### src/rtl/osc_pkg.sv
// osc_pkg: capture FSM states and default sample/window sizes shared by the
// oscilloscope capture, memory-management and GUI blocks.
package osc_pkg;
    localparam int OSC_SAMPLE_W = 12;
    localparam int OSC_DEPTH    = 640;
    typedef enum logic [1:0] {ST_FILL, ST_ARMED, ST_POST, ST_READY} cap_state_t;
endpackage

### src/rtl/trigger_detect.sv
// trigger_detect: remembers the previous sample of both channels and flags a
// level crossing of the selected channel while the capture FSM is armed.
module trigger_detect
    import osc_pkg::*;
#(
    parameter int SAMPLE_W = OSC_SAMPLE_W
) (
    input  logic                clk_i,
    input  logic                rst_i,
    input  logic                valid_i,
    input  logic                arm_i,
    input  logic [SAMPLE_W-1:0] sample_a_i,
    input  logic [SAMPLE_W-1:0] sample_b_i,
    input  logic [SAMPLE_W-1:0] level_i,
    input  logic                channel_i,
    input  logic                edge_i,
    output logic                hit_o
);
    logic [SAMPLE_W-1:0] prev_a_q, prev_b_q, prev, cur;
    logic                vld_q, vld_d;
    // vld drops whenever not armed, so the first armed sample has no usable prev
    assign vld_d = arm_i && (vld_q || valid_i);
    always_ff @(posedge clk_i or posedge rst_i) begin
        if (rst_i) begin
            prev_a_q <= '0;
            prev_b_q <= '0;
            vld_q    <= 1'b0;
        end else begin
            if (valid_i) begin
                prev_a_q <= sample_a_i;
                prev_b_q <= sample_b_i;
            end
            vld_q <= vld_d;
        end
    end
    always_comb begin
        prev  = channel_i ? prev_b_q : prev_a_q;
        cur   = channel_i ? sample_b_i : sample_a_i;
        hit_o = arm_i && valid_i && vld_q &&
                (edge_i ? (prev >= level_i && cur < level_i)
                        : (prev < level_i && cur >= level_i));
    end
endmodule

### src/rtl/trigger_capture.sv
// trigger_capture: circular pre/post-trigger capture of two ADC channels into a
// DEPTH-sample window. Define TRIGGER_AUTO_EN to add the ARMED auto-trigger timeout.
module trigger_capture
    import osc_pkg::*;
#(
    parameter int SAMPLE_W     = OSC_SAMPLE_W,
    parameter int DEPTH        = OSC_DEPTH,
    parameter int PRE_TRIG     = 320,
    parameter int AUTO_TIMEOUT = 4096
) (
    input  logic                     Main_CLK,
    input  logic                     Reset,
    input  logic                     Sample_Valid,
    input  logic [SAMPLE_W-1:0]      Sample_A,
    input  logic [SAMPLE_W-1:0]      Sample_B,
    input  logic [SAMPLE_W-1:0]      Trigger_Level,
    input  logic                     Trigger_Channel,
    input  logic                     Trigger_Edge,
    input  logic                     Pause,
    input  logic                     Frame_Ack,
    output logic                     Wr_En,
    output logic [$clog2(DEPTH)-1:0] Wr_Address,
    output logic [SAMPLE_W-1:0]      Wr_Data_A,
    output logic [SAMPLE_W-1:0]      Wr_Data_B,
    output logic [$clog2(DEPTH)-1:0] Start_Address,
    output logic                     Frame_Ready,
    output logic                     Triggered
);
    localparam int AW  = $clog2(DEPTH);
    localparam int AW1 = AW + 1;
    localparam int CW  = $clog2(DEPTH + 1);
    localparam logic [CW-1:0]  PRE_N  = CW'(PRE_TRIG);
    localparam logic [CW-1:0]  POST_N = CW'(DEPTH - PRE_TRIG);
    localparam logic [AW-1:0]  LAST   = AW'(DEPTH - 1);
    localparam logic [AW1-1:0] BACK   = AW1'(DEPTH - PRE_TRIG);
    localparam logic [AW1-1:0] WRAP   = AW1'(DEPTH);

    if (PRE_TRIG < 1 || PRE_TRIG >= DEPTH || AUTO_TIMEOUT < 1) begin : g_bad_cfg
        $error("trigger_capture: PRE_TRIG must be 1..DEPTH-1 and AUTO_TIMEOUT >= 1");
    end

    cap_state_t          state_q, state_d;
    logic [AW-1:0]       ptr_q, ptr_d, start_q, start_d, wr_addr_q, wr_addr_d;
    logic [CW-1:0]       cnt_q, cnt_d;
    logic [SAMPLE_W-1:0] wr_a_q, wr_a_d, wr_b_q, wr_b_d;
    logic                wr_en_q, wr_en_d, trig_q, trig_d;
    logic                arm, hit, auto_fire, fire, write;
    logic [AW1-1:0]      back_sum;

    assign arm   = state_q == ST_ARMED;
    // once the post count is full the FSM spends one cycle moving to READY; no writes then
    assign write = Sample_Valid && state_q != ST_READY && !(state_q == ST_POST && cnt_q == POST_N);
    assign fire  = hit || auto_fire;
    assign back_sum = {1'b0, ptr_q} + BACK;

    trigger_detect #(.SAMPLE_W(SAMPLE_W)) u_detect (
        .clk_i      (Main_CLK),
        .rst_i      (Reset),
        .valid_i    (Sample_Valid),
        .arm_i      (arm),
        .sample_a_i (Sample_A),
        .sample_b_i (Sample_B),
        .level_i    (Trigger_Level),
        .channel_i  (Trigger_Channel),
        .edge_i     (Trigger_Edge),
        .hit_o      (hit)
    );

`ifdef TRIGGER_AUTO_EN
    localparam int TW = $clog2(AUTO_TIMEOUT + 1);
    logic [TW-1:0] auto_q, auto_d;
    assign auto_fire = arm && Sample_Valid && !hit && auto_q == TW'(AUTO_TIMEOUT - 1);
    assign auto_d    = (!arm || fire) ? '0 : auto_q + TW'(Sample_Valid);
    always_ff @(posedge Main_CLK or posedge Reset) begin
        if (Reset) auto_q <= '0;
        else       auto_q <= auto_d;
    end
`else
    assign auto_fire = 1'b0;
`endif

    always_comb begin
        state_d   = state_q;
        cnt_d     = cnt_q;
        ptr_d     = ptr_q;
        start_d   = start_q;
        trig_d    = trig_q;
        wr_en_d   = write;
        wr_addr_d = wr_addr_q;
        wr_a_d    = wr_a_q;
        wr_b_d    = wr_b_q;
        if (write) begin
            wr_addr_d = ptr_q;
            wr_a_d    = Sample_A;
            wr_b_d    = Sample_B;
            ptr_d     = ptr_q == LAST ? '0 : ptr_q + 1'b1;
        end
        case (state_q)
            ST_FILL: if (write) begin
                cnt_d   = cnt_q + 1'b1 == PRE_N ? '0 : cnt_q + 1'b1;
                state_d = cnt_q + 1'b1 == PRE_N ? ST_ARMED : ST_FILL;
            end
            ST_ARMED: if (fire) begin
                cnt_d   = CW'(1);
                state_d = ST_POST;
                start_d = back_sum >= WRAP ? AW'(back_sum - WRAP) : back_sum[AW-1:0];
                trig_d  = !auto_fire;
            end
            ST_POST: begin
                state_d = cnt_q == POST_N ? ST_READY : ST_POST;
                cnt_d   = write ? cnt_q + 1'b1 : cnt_q;
            end
            ST_READY: if (Frame_Ack && !Pause) begin
                state_d = ST_FILL;
                cnt_d   = '0;
            end
            default: state_d = ST_FILL;
        endcase
    end

    always_ff @(posedge Main_CLK or posedge Reset) begin
        if (Reset) begin
            state_q   <= ST_FILL;
            cnt_q     <= '0;
            ptr_q     <= '0;
            start_q   <= '0;
            trig_q    <= 1'b0;
            wr_en_q   <= 1'b0;
            wr_addr_q <= '0;
            wr_a_q    <= '0;
            wr_b_q    <= '0;
        end else begin
            state_q   <= state_d;
            cnt_q     <= cnt_d;
            ptr_q     <= ptr_d;
            start_q   <= start_d;
            trig_q    <= trig_d;
            wr_en_q   <= wr_en_d;
            wr_addr_q <= wr_addr_d;
            wr_a_q    <= wr_a_d;
            wr_b_q    <= wr_b_d;
        end
    end

    assign Wr_En         = wr_en_q;
    assign Wr_Address    = wr_addr_q;
    assign Wr_Data_A     = wr_a_q;
    assign Wr_Data_B     = wr_b_q;
    assign Start_Address = start_q;
    assign Frame_Ready   = state_q == ST_READY;
    assign Triggered     = trig_q;
endmodule

### config.mk
export PLATFORM = sky130hd
export DESIGN_NAME = trigger_capture
export DESIGN_NICKNAME = d
export VERILOG_FILES = /design/src/rtl/osc_pkg.sv /design/src/rtl/trigger_detect.sv /design/src/rtl/trigger_capture.sv
export SDC_FILE = /design/constraint.sdc
export NUM_CORES = 1
export LEC_CHECK = 0
export BUFFER_PORTS_ARGS = -buffer_cell sky130_fd_sc_hd__buf_2
export CORE_ASPECT_RATIO = 0.7
export CORE_MARGIN = 5
export CORE_UTILIZATION = 30
export CTS_BUF_LIST = sky130_fd_sc_hd__clkbuf_2
export CTS_CLUSTER_SIZE = 20
export DETAILED_ROUTE_END_ITERATION = 7
export PLACE_DENSITY = 0.54
export SLEW_MARGIN = 20
export SYNTH_ARGS = -nofsm -noshare
export SYNTH_HDL_FRONTEND = slang
export SYNTH_SLANG_ARGS = --single-unit
export TNS_END_PERCENT = 100
### constraint.sdc
create_clock -name Main_CLK -period 3.61 [get_ports Main_CLK]
set_clock_uncertainty 0.2 [all_clocks]
set_input_delay 0 -clock Main_CLK [delete_from_list [all_inputs] [get_ports Main_CLK]]
set_output_delay 0 -clock Main_CLK [all_outputs]
set_load 0.1 [all_outputs]
==> impl_metrics.ini <==
[outcome]
status = completed

[finish]
syn2layout_area_growth_pct = 27.96
diodes = 0
drive_gt1_frac = 0.3607
post-route-util = 0.3949
nets = 660
stdcell_area_um2 = 6494
fill_cells = 1607

[clock_network]
cts_buffers = 9
cts_tree = done
clock_path_buffers = 2
clkTransAtPathRegs_ps = 290
cts_root_buffer = clkbuf_2
cts_max_level = 3
clock_latency_ps = 600
cts_sinks = 93
post_cts_resized = 0

[place]
place_ws_ps = 200.2
dpl_cell_area_um2 = 5814
routabilityCongestion = 0.8721
place_hpwl_um = 8980
io_buffers = 89

[floorplan]
start_util = 0.3086
core_area_um2 = 16440
fp.dieH_um = 118.8
die_w_um = 165.5
ios = 90
dieArea_um2 = 19660
row_count = 39

[pwr]
seqPwrFrac = 0.444
p_per_area_nw_per_um2 = 461.8
p_clk_frac = 0.206
intPower_mw = 1.739
netSwitchingFraction = 0.4201
fin_total_pwr_mw = 2.999
p_leak_nw = 2.986
power_frac_comb = 0.350
ir_drop_mv = 0.2389
switchingPower_mw = 1.260

[logic_synthesis]
synth_most_common_cell = dfrtp_1
synth_compound_area_frac = 0.1156
yosys.cell_types.count = 56
synthMuxAreaShare = 0.2012
synthesis.area_um2 = 5075
ys_warn_count = 0
synthArstFlopShare = 1.000
netlist_instances = 433
synth_commonest_cells = dfrtp_1 (93), mux2_2 (84), ha_1 (36)
synth-edff-count = 0
avgSynthCellArea_um2 = 11.72
synthAdderAreaFrac = 0.08876
synth_seq_cells = 93
synth_xor_area_frac = 0.01553
synth_fp_nets = 512
synth_largest_area_cell = dfrtp_1
synth.area.top_cells = dfrtp_1 (46%), mux2_2 (19%), ha_1 (8.9%), nand2_1 (1.9%), o21ai_0 (1.6%)
synthSimpleGateAreaFrac = 0.09172
synth_top_area_frac = 0.4586
synth_top_family_by_area = multiplexers
ys_seq_area_frac = 0.4586
synth_ff_type = dfrtp_1

[critical_path]
crit_required_ps = 3890
crit_type = flip-flop to flip-flop
endpoint_kind = flip-flop
cp-startpoint = u_detect.prev_a_q[5]
rr_startpoint = u_detect.prev_a_q[5]
worst_ep_arrival_time_ps = 3690
cp_max_fo = 4
start_kind = flip-flop

[worst_hold_path]
hold_path_class = input pin to flip-flop
min_from = Trigger_Level[11]

[timing]
timing.setup.tns_ps = 0
relSlewSlack = 0.5423
tightestPinTransition_ps = 686.6
setup_violations = 0
min_period_ps = 3409
setup_ws_ps = 201.4
max_freq_ghz = 0.2934
hold_viol = 0
timing.final.crit_share = 0.9442
rsz0062_at_grt = false
slew_violations = 0

[detailed_routing]
drt_wl_total_um = 12810
drt-initial-drc-count = 217
dr.pass1.iters = 4
via_per_inst = 4.836
wl_per_cell_um = 15.81
ant_nets = 0
drc = 0
num_vias = 3917

[global_routing]
grt_first_pass_wirelength_um = 20980
antenna_found_initial = 0
grt_pass1_vias = 3973
grt_overflow = 0
grt_start_max_net_pins = 53
grt_usage = 0.1342

[flow_run]
maxCapViolCount = 0
routing by layer:
layer,share of wire,global-route usage,up-vias,wire [um]
li1,-,-,1884,-
met1,0.51,0.1984,1927,6568
met2,0.43,0.1980,94,5443
met3,0.050,0.03246,12,637
met4,0.012,0.03194,0,157
met5,0,0,-,0
sequential cells by signal, indices dropped and copies added (netlist names):
register / cells
u_detect.vld_q: 1
u_detect.prev_a_q: 12
Start_Address: 10
Wr_Data_B: 12
cnt_q: 10
ptr_q: 10
Wr_Address: 10
Wr_Data_A: 12
u_detect.prev_b_q: 12
state_q: 2
Wr_En: 1
Triggered: 1
logic make-up after synthesis:
| family | after synthesis |
|---|---|
| multiplexers | 91 |
| AND/OR/NAND/NOR | 92 |
| adder cells (fa/ha/maj) | 36 |
| XOR/XNOR | 9 |
| flip-flops | 93 |
| AO/OA/AOI/OAI | 75 |
| buffers and inverters | 37 |
cell type report:
cell class,count,area [um2],area share
clock inverters,6,93.84,0.01445
well taps,225,281.5,0.04335
repair buffers,153,1061,0.1634
multi-input cells,303,2604,0.4010
clock buffers,9,45.04,0.006936
inverters,21,81.33,0.01252
flip-flops and latches,93,2327,0.3584
power groups by stage:
stage	clock [mW]	sequential [mW]	combinational, mW
2_1_floorplan	0	1.74	0.385
3_3_place_gp	0	1.35	0.987
3_5_place_dp	0	1.35	1.00
4_1_cts	0.650	1.33	1.05
5_1_grt	0.688	1.36	1.12
6_report	0.618	1.33	1.05
worst max-delay path: stages (launching register included):
cell      delay, ps
dfrtp_1         440
mux2_2          260
ha_1            300
a21o_1          180
a221o_1         310
a2111o_1        460
a311oi_4        440
o21bai_4        160
a21oi_2         210
mux2_1          330
path summary, 6_finish.rpt:
kind | endpoint | depth (start not counted) | slack (ps)
setup / recovery | state_q[1] | 9 | 200
hold / removal | Triggered | 7 | 140
setup reg to reg | state_q[1] | 9 | 200
hold reg to reg | Triggered | 1 | 300
max in group asynchronous | u_detect.prev_b_q[11] | 5 | 2230
min in group asynchronous | ptr_q[8] | 5 | 430
per-stage QoR:
stage / hold WS, ps / cells
after floorplan: -48.30 / 433
after global placement: -24.11 / 741
after detailed placement: -18.97 / 741
after CTS: 101.9 / 810
after global routing: 164.5 / 810
final: 139.0 / 810
cells in the final DEF (no fill, tap or decap), types with 4 or more instances in the layout:
cell type      count
mux2_2            84
mux2_1             4
dfrtp_1           93
nand2_1           26
nand3_1           14
nor3_1             5
buf_4             10
xor2_1             6
nor2_1            15
inv_1             20
a32o_1             6
o211ai_1           4
dlygate4sd3_1     54
a21oi_1           15
nor2b_1            5
buf_2             89
nand4_1            9
o21ai_1            6
clkbuf_2           9
o21ai_0           16
ha_1              36
what timing repair did:
action	in CTS	in global routing
setup buffers	0	0
endpoints found under the hold margin	172	0
hold buffers	54	0
(Power assumes the default switching activity.)
